`src/rtl/bpsk_pkg.sv`:
```
// Shared definitions for the BPSK packet transmitter: FSM states and framing bytes.
package bpsk_pkg;

  typedef enum logic [2:0] {
    ST_IDLE     = 3'd0,
    ST_PREAMBLE = 3'd1,
    ST_SYNC     = 3'd2,
    ST_PAYLOAD  = 3'd3,
    ST_GAP      = 3'd4
  } tx_state_t;

  localparam logic [7:0] PREAMBLE_BYTE = 8'hAA;
  localparam logic [7:0] SYNC_BYTE     = 8'h7E;

  // True in the states that put frame bits on the line.
  function automatic logic is_sending(input tx_state_t s);
    return (s == ST_PREAMBLE) || (s == ST_SYNC) || (s == ST_PAYLOAD);
  endfunction

endpackage

```
`src/rtl/symbol_timer.sv`:
```
// Bit-period divider: counts SYMBOL_DIV clocks per bit and flags the last
// cycle of each period so the sequencer can advance on the following edge.
module symbol_timer #(
  parameter int SYMBOL_DIV = 16
) (
  input  logic clk,
  input  logic rst_n,
  input  logic clear,
  input  logic run,
  output logic tick
);

  localparam int CNT_W = $clog2(SYMBOL_DIV);
  localparam logic [CNT_W-1:0] LAST = CNT_W'(SYMBOL_DIV - 1);

  logic [CNT_W-1:0] div_cnt;

  // Divider counter, restarted whenever a frame starts or is cancelled.
  always_ff @(posedge clk or negedge rst_n) begin
    if (!rst_n) begin
      div_cnt <= '0;
    end else if (clear) begin
      div_cnt <= '0;
    end else if (run) begin
      div_cnt <= (div_cnt == LAST) ? '0 : div_cnt + 1'b1;
    end
  end

  assign tick = run && !clear && (div_cnt == LAST);

endmodule

```
`src/rtl/packet_tx_sequencer.sv`:
```
// Serialises preamble, sync byte and a latched payload MSB-first, one bit per
// SYMBOL_DIV clocks, followed by an enforced inter-frame gap.
module packet_tx_sequencer
  import bpsk_pkg::*;
#(
  parameter int PACKET_WIDTH   = 4,
  parameter int PREAMBLE_BYTES = 2,
  parameter int SYMBOL_DIV     = 16,
  parameter int GAP_CYCLES     = 32
) (
  input  logic                         clk,
  input  logic                         rst_n,
  input  logic [PACKET_WIDTH-1:0][7:0] packet_in,
  input  logic                         packet_valid,
  input  logic                         tx_enable,
  input  logic                         abort,
  output logic                         packet_ack,
  output logic                         bit_out,
  output logic                         bit_strobe,
  output logic                         tx_active,
  output logic                         frame_done,
  output logic [7:0]                   overrun_count
);

  localparam int MAX_BYTES = (PREAMBLE_BYTES > PACKET_WIDTH) ? PREAMBLE_BYTES : PACKET_WIDTH;
  localparam int BYTE_W    = $clog2(MAX_BYTES + 1);
  localparam int GAP_W     = $clog2(GAP_CYCLES + 1);

  localparam logic [BYTE_W-1:0] LAST_PRE     = BYTE_W'(PREAMBLE_BYTES - 1);
  localparam logic [BYTE_W-1:0] LAST_PAYLOAD = BYTE_W'(PACKET_WIDTH - 1);
  localparam logic [GAP_W-1:0]  LAST_GAP     = GAP_W'(GAP_CYCLES - 1);

  tx_state_t                    state;
  logic [PACKET_WIDTH-1:0][7:0] payload_sr;
  logic [7:0]                   cur_byte;
  logic [7:0]                   next_byte;
  logic [2:0]                   bit_idx;
  logic [BYTE_W-1:0]            byte_idx;
  logic [GAP_W-1:0]             gap_cnt;
  logic                         sending;
  logic                         accept;
  logic                         abort_now;
  logic                         drop;
  logic                         tick;

  assign sending   = is_sending(state);
  assign accept    = (state == ST_IDLE) && packet_valid && tx_enable && !abort;
  assign abort_now = sending && abort;
  // Abort beats acceptance in IDLE, so a coinciding valid counts as lost.
  assign drop      = packet_valid && ((state != ST_IDLE) || (tx_enable && abort));

  symbol_timer #(
    .SYMBOL_DIV(SYMBOL_DIV)
  ) u_symbol_timer (
    .clk  (clk),
    .rst_n(rst_n),
    .clear(accept || abort_now),
    .run  (sending),
    .tick (tick)
  );

  // Byte to load when the current byte finishes (payload is consumed from byte 0 upward).
  always_comb begin
    next_byte = 8'h00;
    case (state)
      ST_PREAMBLE: next_byte = (byte_idx == LAST_PRE) ? SYNC_BYTE : PREAMBLE_BYTE;
      ST_SYNC,
      ST_PAYLOAD:  next_byte = payload_sr[0];
      default:     next_byte = 8'h00;
    endcase
  end

  // Frame sequencer: state, bit/byte position and all registered line outputs.
  always_ff @(posedge clk or negedge rst_n) begin
    if (!rst_n) begin
      state      <= ST_IDLE;
      payload_sr <= '0;
      cur_byte   <= '0;
      bit_idx    <= '0;
      byte_idx   <= '0;
      gap_cnt    <= '0;
      packet_ack <= 1'b0;
      bit_out    <= 1'b0;
      bit_strobe <= 1'b0;
      tx_active  <= 1'b0;
      frame_done <= 1'b0;
    end else begin
      packet_ack <= 1'b0;
      bit_strobe <= 1'b0;
      frame_done <= 1'b0;
      case (state)
        ST_IDLE: begin
          if (accept) begin
            state      <= ST_PREAMBLE;
            payload_sr <= packet_in;
            cur_byte   <= PREAMBLE_BYTE;
            bit_out    <= PREAMBLE_BYTE[7];
            bit_idx    <= '0;
            byte_idx   <= '0;
            packet_ack <= 1'b1;
            bit_strobe <= 1'b1;
            tx_active  <= 1'b1;
          end
        end
        ST_PREAMBLE, ST_SYNC, ST_PAYLOAD: begin
          if (abort) begin
            state     <= ST_GAP;
            gap_cnt   <= '0;
            bit_out   <= 1'b0;
            tx_active <= 1'b0;
          end else if (tick) begin
            if (bit_idx != 3'd7) begin
              bit_idx    <= bit_idx + 3'd1;
              cur_byte   <= {cur_byte[6:0], 1'b0};
              bit_out    <= cur_byte[6];
              bit_strobe <= 1'b1;
            end else if ((state == ST_PAYLOAD) && (byte_idx == LAST_PAYLOAD)) begin
              state      <= ST_GAP;
              gap_cnt    <= '0;
              bit_idx    <= '0;
              bit_out    <= 1'b0;
              tx_active  <= 1'b0;
              frame_done <= 1'b1;
            end else begin
              bit_idx    <= '0;
              cur_byte   <= next_byte;
              bit_out    <= next_byte[7];
              bit_strobe <= 1'b1;
              if (state == ST_PREAMBLE) begin
                if (byte_idx == LAST_PRE) begin
                  state    <= ST_SYNC;
                  byte_idx <= '0;
                end else begin
                  byte_idx <= byte_idx + 1'b1;
                end
              end else if (state == ST_SYNC) begin
                state      <= ST_PAYLOAD;
                byte_idx   <= '0;
                payload_sr <= payload_sr >> 8;
              end else begin
                byte_idx   <= byte_idx + 1'b1;
                payload_sr <= payload_sr >> 8;
              end
            end
          end
        end
        ST_GAP: begin
          if (gap_cnt == LAST_GAP) begin
            state <= ST_IDLE;
          end else begin
            gap_cnt <= gap_cnt + 1'b1;
          end
        end
        default: state <= ST_IDLE;
      endcase
    end
  end

  // Saturating count of packets offered while the sequencer could not take them.
  always_ff @(posedge clk or negedge rst_n) begin
    if (!rst_n) begin
      overrun_count <= 8'd0;
    end else if (drop && (overrun_count != 8'hFF)) begin
      overrun_count <= overrun_count + 8'd1;
    end
  end

endmodule

```
`config.mk`:
```
export PLATFORM = sky130hd
export DESIGN_NAME = packet_tx_sequencer
export DESIGN_NICKNAME = d
export VERILOG_FILES = /design/src/rtl/bpsk_pkg.sv /design/src/rtl/symbol_timer.sv /design/src/rtl/packet_tx_sequencer.sv
export SDC_FILE = /design/constraint.sdc
export NUM_CORES = 1
export LEC_CHECK = 0
export ABC_AREA = 0
export CAP_MARGIN = 40
export CORE_MARGIN = 4
export CORE_UTILIZATION = 49
export CTS_BUF_LIST = sky130_fd_sc_hd__clkbuf_8 sky130_fd_sc_hd__clkbuf_16
export DETAILED_ROUTE_END_ITERATION = 8
export PLACE_DENSITY = 0.76
export SYNTH_ARGS = -nofsm -noshare
export SYNTH_HDL_FRONTEND = slang
export SYNTH_SLANG_ARGS = --single-unit
```
`constraint.sdc`:
```
create_clock -name clk -period 2.05 [get_ports clk]
set_input_delay 0.41 -clock clk [delete_from_list [all_inputs] [get_ports clk]]
set_output_delay 0.41 -clock clk [all_outputs]
set_load 0.01 [all_outputs]
```
; ---- Word level (Yosys, flattened, before mapping)
; Cells that the tools add are included.
[classes]
reduce_logical = 31
n_addsub = 5
muxes = 70
n_eq_ne = 24
[op_table]
columns = operator, count
row1 = $mux W32, 6
row2 = $pmux W32 S2, 1
row3 = $mux W3, 20
row4 = $mux W7, 5
row5 = $mux W6, 5
row6 = $mux W1, 20
row7 = $ne A2 B2 Y1 const B, 8
row8 = $pmux W8 S2, 1
row9 = $ne A3 B3 Y1 const B, 5
row10 = $reduce_and A5 Y1, 3
row11 = $pmux W7 S2, 1
row12 = $mux W4, 3
row13 = $pmux W3 S2, 2
row14 = $pmux W6 S2, 1
row15 = $reduce_and A6 Y1, 2
row16 = $logic_and A1 B1 Y1, 10
row17 = $ne A5 B5 Y1 const B, 2
row18 = $eq A3 B2 Y1 const B, 3
row19 = $pmux W3 S3, 1
row20 = $add A8 B1 Y8 const B, 1
row21 = $mux W8, 1
row22 = $ne A8 B8 Y1 const B, 1
row23 = $reduce_and A7 Y1, 1
row24 = $add A3 B1 Y3 const B, 2
row25 = 16 further kinds, 25
[word_totals]
word_cells = 146
ff_bits = 71
in_bits = 37
output_inout_bits = 13

; ---- Logic depth before layout (Yosys ltp)
; Gate-level depths: netlist of run 1.
[logic_depth]
ltp_word = 11
depth_mapped = 9
depth_no_buf = 7

; ---- Hierarchy
; Synthesis of run 1 repeated with hierarchy kept, for this count alone.
[unflattened]
cells_unflattened = 331
hier_area_um2 = 3743.6
[modules_own_cells]
columns = mod, cells_each, seq_area_each_um2, area_each_um2, instances
row1 = packet_tx_sequencer, 310, 1676.6, 3540.9, 1
row2 = symbol_timer, 21, 100.1, 202.7, 1

; ---- Worst setup path after synthesis of run 1
; Ideal clock, no wire load.
[synth_path]
kind = register to register
from = register state[1]
to = register cur_byte[6]
t_arrival_ps = 1971
setup_time_ps = 76
stages_incl_launch_ff = 8
slack_ps = 3
n_path_buf = 2
period_less_slack_ps = 2047
t_required_ps = 1974
path_cell_list = dfrtp_1 buf_6 or3_4 o32a_1 buf_6 a311o_1 or3_1 o21ai_1
[synth_between]
elab_chain_cells = 10
elab_cells_between_ends = 29
classes_between = 7 x eq/ne / 6 x mux / 16 x reduce/logical
[synth_rtl]
columns = item, line
row1 = start: declaration, packet_tx_sequencer.sv:33  ; tx_state_t state;
row2 = start signal: assignment, packet_tx_sequencer.sv:76  ; state <= ST_IDLE;
row3 = start signal: assignment, packet_tx_sequencer.sv:94  ; state <= ST_PREAMBLE;
row4 = start signal: assignment, packet_tx_sequencer.sv:107  ; state <= ST_GAP;
row5 = "parallel branches: the longest is 10 deep, another holds $pmux W8 S2", n/a
row6 = end signal: assignment, packet_tx_sequencer.sv:114  ; cur_byte <= {cur_byte[6:0], 1'b0};
row7 = end signal: assignment, packet_tx_sequencer.sv:126  ; cur_byte <= next_byte;
row8 = end: declaration, packet_tx_sequencer.sv:35  ; logic [7:0] cur_byte;
; Several ways; the timed one is not identified. The select of a mux whose other input is x is not followed.
; A chain may end at the register's enable or synchronous reset.

; ---- Final worst setup path of run 1
[layout_path]
from = register byte_idx[0]
to = register cur_byte[6]
[layout_between]
elab_chain_cells = 8
elab_cells_between_ends = 12
classes_between = 3 x eq/ne / 7 x mux / 2 x reduce/logical
[layout_rtl]
columns = item, line
row1 = start: declaration, packet_tx_sequencer.sv:38  ; logic [BYTE_W-1:0] byte_idx;
row2 = start signal: assignment, packet_tx_sequencer.sv:134  ; byte_idx <= byte_idx + 1'b1;
row3 = start signal: assignment, packet_tx_sequencer.sv:141  ; byte_idx <= byte_idx + 1'b1;
row4 = $eq A3 B1 Y1, packet_tx_sequencer.sv:66  ; ST_PREAMBLE: next_byte = (byte_idx == LAST_PRE) ? SYNC_BYTE : PREAMBLE_BYTE;
row5 = $mux W8, packet_tx_sequencer.sv:66
row6 = $pmux W8 S2, packet_tx_sequencer.sv:65  ; case (state)
row7 = $mux W7, packet_tx_sequencer.sv:117  ; end else if ((state == ST_PAYLOAD) && (byte_idx == LAST_PAYLOAD)) begin
row8 = $mux W7, packet_tx_sequencer.sv:112  ; if (bit_idx != 3'd7) begin
row9 = $mux W7, packet_tx_sequencer.sv:111  ; end else if (tick) begin
row10 = $mux W7, packet_tx_sequencer.sv:106  ; if (abort) begin
row11 = $pmux W7 S2, packet_tx_sequencer.sv:91  ; case (state)
; Several ways; a longest one is shown, not always the timed one. The select of a mux whose other input is x is not followed.

==> qor.csv, run 1 <==
stage,metric,value,unit
die,die area,0.008485,mm^2
worst_setup_path,CP Buf/Inv Count,0,
worst_setup_path,"most used cell, CP",ha_1,
pwr,combinational group share of total power,38.8,%
grt,Total GRT Usage,17.25,%
pwr,net switching power,1.981,mW
sta,Setup Viol. Count Final,0,
grt,largest net degree at the start of global routing,47,
grt,initial antenna violation count,0,
layout,final instance area,0.004373,mm^2
sta,RSZ-0062 raised after global routing,no,
routing,Pre-Repair DR Iteration Count,4,
worst_setup_path,FF-to-FF Start,byte_idx[0],
placed_design,DP Area,0.004188,mm^2
yosys,Yosys top cell by area,dfrtp_1,
sta,Worst Hold Slack,0.05712,ns
clock_network,CTS Hold Bufs,0,
worst_setup_path,"slowest stage delay, CP",0.41,ns
die,site row count,30,
placed_design,PortBufs,49,
sta,Slew Limit Headroom,61.78,%
yosys,"EDFF count, synth",0,
die,die outline height,92.12,um
run_status,status,"complete, no violations",
yosys,Post-synth top flop,dfrtp_1,
clock_network,Clock Sinks,71,
pwr,Power Density,1231,mW/mm^2
worst_setup_path,Worst Setup End Kind,flip-flop,
sta,Hold Fails Final Rpt,0,
routing,drt drc,0,
routing,WL per Instance,13.49,um
die,io pins,50,
clock_network,worst skew pair latency,0.34,ns
yosys,post-synth top area share,51.25,%
layout,layout cell share with drive strength beyond 1,12.05,%
clock_network,H-tree level count,3,
pwr,Clk pwr share,18.3,%
grt,GRT overflow,0,
worst_setup_path,Critical Path Start,byte_idx[0],
routing,Antenna Nets Post-Route,0,
routing,final WL,6894,um
layout,Area growth syn-to-layout,26.13,%
worst_setup_path,Crit Path Max Fanout,5,
routing,vias,2697,
sta,final setup skew,0.007034,ns
worst_hold_path,class of the worst hold path,input port to async pin,
sta,min Tclk post-route,1.958,ns
clock_network,clock root cell,clkbuf_8,
sta,Slew @ Worst Pin,0.5732,ns
placed_design,placer congestion estimate,0.8330,
yosys,Ys Warns,0,
yosys,sequential fraction of the synthesis area,51.25,%
clock_network,"Reg clk slew, reported paths",0.08,ns
yosys,top post-synthesis cells by area,"dfrtp_1 51%, mux2i_1 7.5%, o21ai_0 6.8%",
worst_setup_path,kind of critical path,flip-flop to flip-flop,
worst_setup_path,WP data arrival,2.22,ns
yosys,Syn Nets,394,
yosys,synth unique cells,46,
yosys,Synth top cells by count,"71 x dfrtp_1, 59 x nand2_1, 47 x o21ai_0",
layout,n_diodes,0,
sta,Final TNS setup,0,ns
job,Max Cap Violations,0,
grt,first-pass GRT wire length,11760,um
routing,routed vias/inst,5.278,
yosys,Mapped Cells,349,
clock_network,TritonCTS buffer count,9,
grt,vias in the first global route,2631,
placed_design,dpl hpwl,5097,um
layout,final net count,455,
pwr,VDD IR max,0.5832,mV
pwr,Lkg Pwr,2.059,nW
pwr,internal power,3.402,mW
sta,Final Slew Violations,0,
yosys,Post-Synthesis Cell Area,0.003467,mm^2
clock_network,Max clock buf depth,2,
clock_network,CTS tree,done,
die,core area,0.006832,mm^2
die,Initial Utilization,50.75,%
yosys,Synth Register Bits,71,
pwr,Switching Share,36.80,%
layout,Util after Layout,64.01,%
yosys,"Avg Cell Area, Syn",9.934,um^2
yosys,asr flop ratio synth,100.0,%
worst_setup_path,"Max stage delay cell, worst path",dfrtp_1,
sta,Max Fclk,510.8,MHz
yosys,most frequent cell after synthesis,dfrtp_1,
worst_setup_path,"delay-heaviest family, CP",simple AND/OR/NAND/NOR gates,
die,die span in x,92.12,um
worst_setup_path,CP cell instances,"ha_1, ha_1, and2_1, a311o_1, or3_1, o21ai_1",
pwr,Pwr Total,5.382,mW
sta,final period utilization,95.49,%
pwr,Sequential Power Share,42.8,%
worst_setup_path,CP required,2.31,ns
worst_setup_path,element type at the critical path start,flip-flop,
routing,DRT iter0 DRCs,119,
[cells by family (layout without fill, tap and decap cells)]
kind of cell	after synthesis	after routing	share of synthesized area, %
and+or+nand+nor	112	112	14.72
xor gates and xnor gates	11	11	2.779
DFF	71	71	51.24
AOI/OAI and AO/OA	89	89	15.73
buffers and inverters	27	93	3.501
muxes	31	31	9.130
adders and majority gates	8	8	2.887
[worst paths after layout]
kind	endpoint	slack (ns)	depth (start not counted)
worst max-delay path	cur_byte[6]	0.09	6
worst min-delay path	overrun_count[1]	0.06	1
worst max register to register	cur_byte[6]	0.09	6
worst min register to register	payload_sr[8]	0.48	2
max in group asynchronous	payload_sr[31]	1.43	2
min in group clk	payload_sr[8]	0.48	2
[sequential cells by signal, summed over array words and instances, names as in the netlist]
name,flops
tx_active,1
u_symbol_timer.div_cnt,4
byte_idx,3
state,3
packet_ack,1
cur_byte,7
overrun_count,8
payload_sr,32
bit_out,1
frame_done,1
bit_idx,3
gap_cnt,6
bit_strobe,1
[stage by stage]
step / std cells / setup slack, ns
floorplan: 349 / 0.002798
global placement: 494 / -0.02647
detailed placement: 494 / -0.07498
CTS: 510 / 0.1020
global route: 511 / 0.001315
finish: 511 / 0.09247
[layer usage]
layer  share of wire, %  routed length, um  global-route usage (%)
met1                 45               3119                   21.46
met2                 49               3347                   29.32
met3                4.7                321                   3.363
met4                1.5                105                   7.178
met5                  0                  0                       0
[cells in the final DEF, fill, tap and decap left out, types with 3 or more instances in the layout]
| cell type | n |
|---|---|
| dfrtp_1 | 71 |
| nand2_1 | 59 |
| clkdlybuf4s50_1 | 48 |
| o21ai_0 | 46 |
| mux2i_1 | 26 |
| buf_4 | 18 |
| nor2_1 | 17 |
| a21oi_1 | 11 |
| clkbuf_8 | 9 |
| nand3_1 | 8 |
| inv_1 | 7 |
| xnor2_1 | 7 |
| nand4_1 | 6 |
| a21o_1 | 6 |
| ha_1 | 6 |
| mux2_2 | 5 |
| nand2b_1 | 4 |
| xor2_1 | 4 |
| nand3b_1 | 3 |
| and2_1 | 3 |
| a2bb2oi_1 | 3 |
| o22ai_1 | 3 |
| nor3_1 | 3 |
| clkinv_2 | 3 |
| buf_12 | 3 |
[repair_timing]
item	CTS	global route
buffers inserted	0	1
gates resized for setup	0	3
setup endpoints to repair	0	27
hold endpoints to repair	0	0
[power groups by stage]
stage / Sequential [mW] / Combinational (mW) / Clock, mW
after CTS: 2.31 / 2.10 / 1.00
after floorplan: 2.26 / 1.42 / 0
final: 2.31 / 2.09 / 0.985
after global routing: 2.38 / 2.36 / 1.06
after global placement: 2.30 / 2.03 / 0
after detailed placement: 2.33 / 2.09 / 0
[area by class of cell]
class                      instances  area [um^2]
clock inverter                     7        48.80
fill                             581         2459
timing repair buffer              70        680.7
multi-input combinational        251         1597
tap                               96        120.1
clock buffer                       9        123.9
inverter                           7        26.28
sequential                        71         1777
Power figures use the tool's default switching activity.
==> inputs of run 2 (changes only) <==
--- a/config.mk
+++ b/config.mk
@@ -7,10 +7,10 @@
 export LEC_CHECK = 0
 export ABC_AREA = 0
 export CAP_MARGIN = 40
-export CORE_MARGIN = 4
 export CORE_UTILIZATION = 49
 export CTS_BUF_LIST = sky130_fd_sc_hd__clkbuf_8 sky130_fd_sc_hd__clkbuf_16
 export DETAILED_ROUTE_END_ITERATION = 8
+export GPL_TIMING_DRIVEN = 0
 export PLACE_DENSITY = 0.76
 export SYNTH_ARGS = -nofsm -noshare
 export SYNTH_HDL_FRONTEND = slang
==> qor.csv, run 2 (synthesized netlist as in run 1, its figures left out) <==
stage,metric,value,unit
layout,fill count,580,
pwr,VDD IR max,0.4925,mV
clock_network,CTS tree,done,
die,io pins,50,
die,site row count,30,
pwr,Power Density,1305,mW/mm^2
die,die outline height,86.12,um
worst_setup_path,element type at the critical path start,flip-flop,
routing,drt drc,0,
placed_design,dpl hpwl,5077,um
sta,RSZ-0062 raised after global routing,no,
routing,routed vias/inst,5.419,
pwr,Lkg Pwr,2.107,nW
worst_setup_path,WP data arrival,2.24,ns
layout,most frequent cells in the layout,"70 x dfrtp_1, 59 x nand2_1, 47 x clkdlybuf4s50_1, 46 x o21ai_0, 26 x mux2i_1",
layout,final net count,464,
clock_network,worst skew pair latency,0.35,ns
sta,setup ws final,0.06404,ns
worst_setup_path,Critical Path Start,state[1],
grt,vias in the first global route,2754,
placed_design,PortBufs,48,
worst_setup_path,Worst Setup End Kind,flip-flop,
layout,largest registers,"payload_sr: 32 flops, overrun_count: 8 flops, cur_byte: 7 flops",
placed_design,pre-CTS WS,-0.4688,ns
routing,met2 wire length,3633,um
clock_network,Clock Sinks,71,
clock_network,Max clock buf depth,2,
layout,largest register by flop count,payload_sr,
sta,Worst Hold Slack,0.4782,ns
grt,largest net degree at the start of global routing,43,
routing,DRT iter0 DRCs,124,
sta,Hold Fails Final Rpt,0,
sta,min Tclk post-route,1.986,ns
layout,n_diodes,0,
placed_design,DP Area,0.004085,mm^2
clock_network,"Reg clk slew, reported paths",0.07,ns
sta,Slew @ Worst Pin,0.5919,ns
layout,final instance area,0.004481,mm^2
sta,Slew Limit Headroom,59.92,%
sta,final setup skew,0.006335,ns
routing,final WL,7421,um
die,die area,0.007416,mm^2
layout,fin cells,520,
clock_network,H-tree level count,3,
layout,Area growth syn-to-layout,29.23,%
grt,initial antenna violation count,0,
routing,WL per Instance,14.27,um
clock_network,clock root cell,clkbuf_8,
routing,Top Layer Used,met4,
grt,Total GRT Usage,22.46,%
placed_design,placer congestion estimate,0.8313,
worst_setup_path,CP required,2.30,ns
job,Max Cap Violations,0,
sta,final period utilization,96.88,%
worst_setup_path,Crit Path Max Fanout,10,
layout,max reg flops,32,
routing,routed length on met3,343,um
worst_hold_path,class of the worst hold path,flip-flop to flip-flop,
pwr,Pwr Total,5.847,mW
die,die span in x,86.12,um
sta,Max Fclk,503.5,MHz
worst_setup_path,kind of critical path,flip-flop to flip-flop,
sta,Setup Viol. Count Final,0,
routing,Antenna Nets Post-Route,0,
layout,layout cell share with drive strength beyond 1,13.92,%
die,core area,0.006832,mm^2
sta,Final Slew Violations,0,
worst_hold_path,min-delay src,cur_byte[3],
grt,first-pass GRT wire length,12750,um
run_status,status,"complete, no violations",
grt,GRT overflow,0,
layout,"commonest non-fill, non-tap cell in the layout",dfrtp_1,
routing,wl on met1,3355,um
clock_network,TritonCTS buffer count,9,
routing,vias,2818,
worst_setup_path,FF-to-FF Start,state[1],
placed_design,Post-Place Cells,494,
die,Initial Utilization,50.75,%
routing,Pre-Repair DR Iteration Count,4,
## run 2: changes by cell type in the layout (fill, tap and decap cells not counted), sizes merged
cell | previous run | this run
dlygate4sd3 | 0 | 1
bufinv | 0 | 2
clkbuf | 9 | 25
buf | 22 | 19
clkinv | 5 | 0
clkinvlp | 1 | 0
clkdlybuf4s50 | 48 | 47
## run 2: metrics by stage
stage | util, % | TNS (ns)
2_1_floorplan | - | 0
3_3_place_gp | 59.54 | -145.95
3_5_place_dp | 59.80 | -15.20
4_1_cts | 64.47 | 0
5_1_grt | 65.59 | 0
6_report | 65.59 | 0
## run 2: final timing paths
path	endpoint	slack, ns	cells past startpoint
hold reg to reg	cur_byte[3]	0.48	1
setup reg to reg	cur_byte[2]	0.06	7
max in group asynchronous	state[2]	0.94	3
hold / removal	cur_byte[3]	0.48	1
min in group asynchronous	overrun_count[3]	0.54	2
setup / recovery	cur_byte[2]	0.06	7
## run 2: power breakdown
part | switching, mW | internal (mW)
registers | 0.384 | 1.92
logic | 1.13 | 1.10
clock network | 0.498 | 0.814
## run 2: area by class of cell
cell class / instances / area, um^2 / share of cell area (%)
Timing Repair Buffer: 62 / 598.1 / 13.35
Multi-Input combinational cell: 251 / 1619 / 36.14
Clock buffer: 13 / 178.9 / 3.993
Sequential cell: 71 / 1778 / 39.68
Tap cell: 96 / 120.1 / 2.681
Buffer: 17 / 96.34 / 2.150
Inverter: 7 / 26.28 / 0.5864
Clock inverter: 3 / 63.81 / 1.424
## run 2: metal layers
layer	up-vias	global-route usage, %
met5	-	0
met4	0	7.273
met3	10	5.582
met2	62	37.81
met1	1379	28.41
li1	1367	-
## run 2: what timing repair did
action / 4_1_cts / 5_1_grt
setup endpoints to repair: 40 / 43
setup buffers: 6 / 6
resized for setup: 11 / 19
endpoints found under the hold margin: 28 / 0
pin swaps: 3 / 1
hold buffers: 1 / 0
## run 2: worst max-delay path, stage by stage (launching register included)
cell,delay [ns]
dfrtp_1,0.37
buf_6,0.13
or3_4,0.33
o32a_1,0.17
buf_6,0.14
a311o_1,0.31
buf_4,0.19
o31ai_2,0.24
